===== config.mk =====
export PLATFORM = sky130hd
export DESIGN_NAME = mc_reg_array_flat
export DESIGN_NICKNAME = d
export VERILOG_FILES = /design/src/rtl/mc_reg_array_if.sv /design/src/rtl/mc_reg_array.sv /design/src/flat_wrapper.sv
export SDC_FILE = /design/constraint.sdc
export NUM_CORES = 1
export LEC_CHECK = 0
export ABC_AREA = 0
export BUFFER_PORTS_ARGS = -buffer_cell sky130_fd_sc_hd__buf_2
export CORE_AREA = 5 5 88 90
export CTS_BUF_LIST = sky130_fd_sc_hd__clkbuf_2
export DETAILED_ROUTE_END_ITERATION = 10
export DIE_AREA = 0 0 93 95
export PLACE_DENSITY = 0.86
export SYNTH_ARGS = -nofsm -noshare
export SYNTH_HDL_FRONTEND = slang
export SYNTH_SLANG_ARGS = --single-unit

===== constraint.sdc =====
create_clock -name gclk -period 1.61 [get_ports gclk]
set_clock_uncertainty 0.15 [all_clocks]
set_input_delay 0.0805 -clock gclk [delete_from_list [all_inputs] [get_ports gclk]]
set_output_delay 0.0805 -clock gclk [all_outputs]
set_load 0.01 [all_outputs]

===== src/rtl/mc_reg_array_if.sv =====
// Signal bundle between the macrocell logic/pin model and the mc_reg_array storage bank.
// The master side drives the cell controls and readback strobes; the slave side is the register bank.
interface mc_reg_array_if #(
  parameter int N_MC = 16
);
  logic [2*N_MC-1:0] storage_mode;
  logic [N_MC-1:0]   ffd;
  logic [N_MC-1:0]   ffen;
  logic [N_MC-1:0]   ffas;
  logic [N_MC-1:0]   ffar;
  logic [N_MC-1:0]   o_mux;
  logic [N_MC-1:0]   oe;
  logic [N_MC-1:0]   ffq;
  logic [N_MC-1:0]   ffqn;
  logic [N_MC-1:0]   pin_q;
  logic [N_MC-1:0]   pin_oe;
  logic              rb_capture;
  logic              rb_shift;
  logic              rb_sdo;
  logic              rb_busy;

  modport master (
    output storage_mode, ffd, ffen, ffas, ffar, o_mux, oe, rb_capture, rb_shift,
    input  ffq, ffqn, pin_q, pin_oe, rb_sdo, rb_busy
  );

  modport slave (
    input  storage_mode, ffd, ffen, ffas, ffar, o_mux, oe, rb_capture, rb_shift,
    output ffq, ffqn, pin_q, pin_oe, rb_sdo, rb_busy
  );
endinterface


===== src/rtl/mc_reg_array.sv =====
// Bank of N_MC macrocell registers (D / T / bypass) with pin output muxing and a
// serial readback chain that snapshots every register for state dumps.
//
// state    | meaning
// RB_IDLE  | no snapshot held; rb_capture loads the shadow from ffq
// RB_SHIFT | snapshot held; rb_shift presents the next cell on rb_sdo
module mc_reg_array #(
  parameter int              N_MC   = 16,
  parameter logic [N_MC-1:0] INIT_Q = '0
) (
  input logic            gclk,
  input logic            gclr,
  mc_reg_array_if.slave  bus
);

  localparam int CW = $clog2(N_MC + 1);

  typedef enum logic {
    RB_IDLE  = 1'b0,
    RB_SHIFT = 1'b1
  } rb_state_e;

  logic [N_MC-1:0] ffq_q, ffq_d;
  logic [N_MC-1:0] bypass;
  logic [N_MC-1:0] shadow_q, shadow_d;
  logic [CW-1:0]   cnt_q, cnt_d;
  rb_state_e       state_q, state_d;

  // Set/reset take priority over the clock enable; bypass freezes only the data path.
  always_comb begin
    ffq_d  = ffq_q;
    bypass = '0;
    for (int i = 0; i < N_MC; i++) begin
      bypass[i] = (bus.storage_mode[2*i +: 2] == 2'b10);
      if (bus.ffar[i]) begin
        ffq_d[i] = 1'b0;
      end else if (bus.ffas[i]) begin
        ffq_d[i] = 1'b1;
      end else if (bus.ffen[i]) begin
        unique case (bus.storage_mode[2*i +: 2])
          2'b01:   ffq_d[i] = ffq_q[i] ^ bus.ffd[i];
          2'b10:   ffq_d[i] = ffq_q[i];
          default: ffq_d[i] = bus.ffd[i];
        endcase
      end
    end
  end

  always_comb begin
    state_d  = state_q;
    shadow_d = shadow_q;
    cnt_d    = cnt_q;
    unique case (state_q)
      RB_IDLE: begin
        if (bus.rb_capture) begin
          shadow_d = ffq_q;
          cnt_d    = CW'(N_MC);
          state_d  = RB_SHIFT;
        end
      end
      RB_SHIFT: begin
        if (bus.rb_shift) begin
          shadow_d = shadow_q >> 1;
          cnt_d    = cnt_q - CW'(1);
          if (cnt_q == CW'(1)) begin
            state_d = RB_IDLE;
          end
        end
      end
      default: state_d = RB_IDLE;
    endcase
  end

  always_ff @(posedge gclk or posedge gclr) begin
    if (gclr) begin
      ffq_q    <= INIT_Q;
      shadow_q <= '0;
      cnt_q    <= '0;
      state_q  <= RB_IDLE;
    end else begin
      ffq_q    <= ffq_d;
      shadow_q <= shadow_d;
      cnt_q    <= cnt_d;
      state_q  <= state_d;
    end
  end

  // pin_q is deliberately not gated by oe; tri-state lives in the pin model.
  assign bus.ffq     = ffq_q;
  assign bus.ffqn    = ~ffq_q;
  assign bus.pin_q   = ((bus.o_mux | bypass) & bus.ffd) | (~(bus.o_mux | bypass) & ffq_q);
  assign bus.pin_oe  = bus.oe;
  assign bus.rb_busy = (state_q == RB_SHIFT);
  assign bus.rb_sdo  = (state_q == RB_SHIFT) & shadow_q[0];

endmodule


===== src/flat_wrapper.sv =====
// flat-port wrapper written by rule: the top's interface ports become plain ports
module mc_reg_array_flat 
#(
  parameter int              N_MC   = 16,
  parameter logic [N_MC-1:0] INIT_Q = '0
)
  (gclk, gclr, bus_storage_mode, bus_ffd, bus_ffen, bus_ffas, bus_ffar, bus_o_mux, bus_oe, bus_rb_capture, bus_rb_shift, bus_ffq, bus_ffqn, bus_pin_q, bus_pin_oe, bus_rb_sdo, bus_rb_busy);
  mc_reg_array_if #(.N_MC(N_MC)) bus_i ();
  input logic gclk;
  input logic gclr;
  input wire logic [$bits(bus_i.storage_mode)-1:0] bus_storage_mode;
  input wire logic [$bits(bus_i.ffd)-1:0] bus_ffd;
  input wire logic [$bits(bus_i.ffen)-1:0] bus_ffen;
  input wire logic [$bits(bus_i.ffas)-1:0] bus_ffas;
  input wire logic [$bits(bus_i.ffar)-1:0] bus_ffar;
  input wire logic [$bits(bus_i.o_mux)-1:0] bus_o_mux;
  input wire logic [$bits(bus_i.oe)-1:0] bus_oe;
  input wire logic [$bits(bus_i.rb_capture)-1:0] bus_rb_capture;
  input wire logic [$bits(bus_i.rb_shift)-1:0] bus_rb_shift;
  output wire logic [$bits(bus_i.ffq)-1:0] bus_ffq;
  output wire logic [$bits(bus_i.ffqn)-1:0] bus_ffqn;
  output wire logic [$bits(bus_i.pin_q)-1:0] bus_pin_q;
  output wire logic [$bits(bus_i.pin_oe)-1:0] bus_pin_oe;
  output wire logic [$bits(bus_i.rb_sdo)-1:0] bus_rb_sdo;
  output wire logic [$bits(bus_i.rb_busy)-1:0] bus_rb_busy;
  assign bus_i.storage_mode = bus_storage_mode;
  assign bus_i.ffd = bus_ffd;
  assign bus_i.ffen = bus_ffen;
  assign bus_i.ffas = bus_ffas;
  assign bus_i.ffar = bus_ffar;
  assign bus_i.o_mux = bus_o_mux;
  assign bus_i.oe = bus_oe;
  assign bus_i.rb_capture = bus_rb_capture;
  assign bus_i.rb_shift = bus_rb_shift;
  assign bus_ffq = bus_i.ffq;
  assign bus_ffqn = bus_i.ffqn;
  assign bus_pin_q = bus_i.pin_q;
  assign bus_pin_oe = bus_i.pin_oe;
  assign bus_rb_sdo = bus_i.rb_sdo;
  assign bus_rb_busy = bus_i.rb_busy;
  mc_reg_array #(.N_MC(N_MC), .INIT_Q(INIT_Q)) u_core (.gclk(gclk), .gclr(gclr), .bus(bus_i));
endmodule

==> key figures <==
Critical path
  – Data required time of the worst path: 1.38 ns
  – Worst r2r src: u_core.bus.ffq[8]
  – Worst EP arrival: 1.32 ns
  – Type of element capturing the critical path: output port
  – FF-to-FF setup slack: 0.07 ns
  – Crit path launch type: input port
  – CP max FO: 4
  – Crit path from: bus_storage_mode[13]
  – Worst reg2reg path depth: 3
  – Crit Path Category: input port to output port
  – Worst Setup EP: bus_pin_q[6]
  – Worst R2R End: u_core.bus.ffq[8]

Layout
  – Fill count: 522
  – Most frequent cells in the layout: buf_2 (159), dlygate4sd3_1 (107), nand2b_1 (35)
  – Post-route cell area: 0.00493 mm2
  – Most common cell after layout, fill and taps aside: buf_2
  – Area Overhead vs Synth: 71.4%
  – Nets@finish: 721
  – Share of layout cells above drive strength 1: 0.354

Pwr
  – Seq pwr share: 0.402
  – Switching power total: 1.21 mW
  – Comb power frac: 0.430
  – Switching Share: 0.344
  – Int Pwr: 2.32 mW
  – Clock network fraction of total power: 0.169
  – LEAKAGE: 2.58 nW
  – PD cells: 716 mW/mm2
  – Peak supply drop: 0.000470 V

Routing
  – Top sig layer: met4
  – Pre-antenna DRT Iters: 6
  – Met2 wire length: 5580 um
  – Routed wire per std cell: 15.5 um
  – Met1 Routed Length: 3590 um
  – Remaining antenna violation count: 0
  – Via-to-Cell Ratio: 5.33
  – Routed WL: 10400 um
  – DR WL met3: 831 um
  – Via count: 3577
  – DRC Markers: 0
  – DRT iter0 DRCs: 99

Synthesis
  – FF+latch count, synth: 38
  – Post-synthesis compound-gate area fraction: 0.226
  – Syn Inst Count: 320
  – Post-synthesis mux area share: 0.119
  – Count of different cell masters after synthesis: 34
  – Adder-Cell Fraction of Synth Area: 0.00870
  – Mean Syn Cell Area: 8.99 um2
  – Post-Syn Nets: 454
  – Simple-gate portion of the synthesized area: 0.217
  – Yosys warning count: 0
  – Mapped Area: 0.00288 mm2
  – Fraction of synthesized cell area in xor and xnor cells: 0.00304
  – Seq/Total Area, Yosys: 0.331
  – Largest family of logic cells by synthesized area: compound AO/OA/AOI/OAI gates

Timing
  – Setup_tns: 0 ns
  – Hold Fails Final Rpt: 0
  – Fmax: 644 MHz
  – Slew margin rel.: 0.701
  – Worst Setup Slack, final: 0.0566 ns
  – Final Max Slew Viols: 0
  – Setup violators final: 0
  – Final worst-path cycle share: 0.965
  – RSZ-0062 raised after global routing: true
  – Fin crit period: 1.55 ns
  – Slew @ Worst Pin: 0.448 ns

Status
  – Status: completed

Floorplanning
  – Starting Density: 0.412
  – Die Y: 95 um
  – Die Wd: 93 um
  – Row cnt: 31
  – Total I/O pin count: 198
  – Core Footprint: 0.00698 mm2
  – DIE AREA: 0.00884 mm2

Placed design
  – Placed Area: 0.00372 mm2
  – Final RePlAce weighted congestion: 0.783
  – Pre-CTS setup slack: 0.130 ns
  – # port buffers: 165
  – Detailed placement HPWL: 6310 um

Global route
  – Global-route wire length before repair: 16500 um
  – Initial antenna violation count: 1
  – Total track usage: 0.231
  – Vias in the first global route: 3773
  – Largest net degree at the start of global routing: 34
  – Gr ovfl total: 0

Run
  – MaxCap Viol Count: 0

Clock network
  – Clk sinks: 38
  – CTS buffer count: 5
  – Clock Path Buffers: 2
  – Clk_lat worst skew: 0.38 ns
  – CTS Root Cell: clkbuf_2
  – CTS HTree Levels: 2
  – CTS tree: built

Min path
  – Min-Delay Path Class: input port to output port
  – Worst hold start: bus_oe[7]
==> registers in the layout, indices dropped and copies added (netlist names) <==
signal	flops
u_core.shadow_q	16
u_core.bus.ffq	16
u_core.bus.rb_busy	1
u_core.cnt_q	5
==> how the worst min path moves through the flow <==
stage / to / depth (start not counted)
finish: bus_pin_oe[7] / 0
global route: bus_pin_oe[7] / 0
CTS: u_core.bus.ffq[12] / 4
detailed placement: u_core.bus.ffq[14] / 2
global placement: u_core.bus.ffq[14] / 2
floorplan: u_core.bus.ffq[15] / 1
==> cells by family (layout without fill, tap and decap cells) <==
kind of cell	Yosys count	in the layout
buffers and inverters	54	322
and+or+nand+nor	99	99
muxes	32	32
adders and majority gates	2	2
other	0	1
AOI/OAI and AO/OA	94	94
xor gates and xnor gates	1	1
DFF	38	38
==> area by class of cell <==
type | instances | area, um2 | area share
flip-flops and latches | 38 | 962 | 0.195
diodes | 1 | 2.50 | 0.000507
repair buffers | 282 | 2020 | 0.410
clock inverters | 1 | 30.0 | 0.00609
clock buffers | 7 | 35.0 | 0.00710
multi-input cells | 228 | 1660 | 0.336
inverters | 32 | 120 | 0.0244
well taps | 82 | 103 | 0.0208
==> per-layer routing <==
layer,vias up,track usage
met2,173,0.452
met4,0,0.107
met5,-,0
li1,1691,-
met1,1667,0.225
met3,46,0.0598
==> Yosys cell counts (all sizes together) <==
master | count | area [um2]
xor2 | 1 | 8.76
o311a | 9 | 90.1
o22ai | 2 | 12.5
a311oi | 2 | 17.5
buf | 21 | 148
a211o | 1 | 8.76
ha | 2 | 25.0
or4b | 1 | 10.0
nor4b | 2 | 17.5
nand2b | 35 | 219
and2 | 1 | 6.26
nor2 | 1 | 3.75
a221oi | 1 | 15.0
o31ai | 17 | 128
and3b | 14 | 123
clkbuf | 1 | 5.00
nand3 | 1 | 5.00
o31a | 6 | 52.6
a31oi | 15 | 93.8
dfrtp | 38 | 951
a21oi | 12 | 60.1
o21bai | 9 | 67.6
nand4b | 1 | 8.76
mux2i | 17 | 174
nor3 | 5 | 25.0
a32o | 1 | 10.0
inv | 32 | 120
nor2b | 11 | 68.8
nand2 | 21 | 78.8
and4b | 6 | 60.1
mux2 | 15 | 169
o21ai | 19 | 95.1
==> what timing repair did <==
item | in CTS | in global routing
endpoints found under the setup margin | 2 | 15
buffers inserted | 0 | 7
gates resized for setup | 1 | 14
hold buffers | 108 | 2
endpoints found under the hold margin | 61 | 2
pin swaps | 0 | 1
==> power groups by stage <==
stage                     clock network (mW)  registers, mW  logic, mW
after floorplan                            0           1.40      0.773
after global routing                   0.668           1.45       1.68
final                                  0.596           1.42       1.52
after CTS                              0.606           1.41       1.46
after global placement                     0           1.41       1.18
after detailed placement                   0           1.43       1.23
==> stage by stage <==
stage          cells  utilization  hold WS (ns)  total power, mW
5_1_grt          671        0.706        0.0110             3.80
4_1_cts          667        0.696       0.00183             3.48
2_1_floorplan    320            -      -0.00993             2.17
3_3_place_gp     552        0.532       -0.0320             2.60
3_5_place_dp     552        0.532       -0.0328             2.66
6_report         671        0.706        0.0110             3.53
==> worst max-delay path, stage by stage <==
cell and delay (ns):
dlygate4sd3_1 0.60, nand2b_1 0.09, nand2b_1 0.08, mux2_2 0.33
buf_2 0.14
No activity file was read; power rests on OpenSTA's default activity.
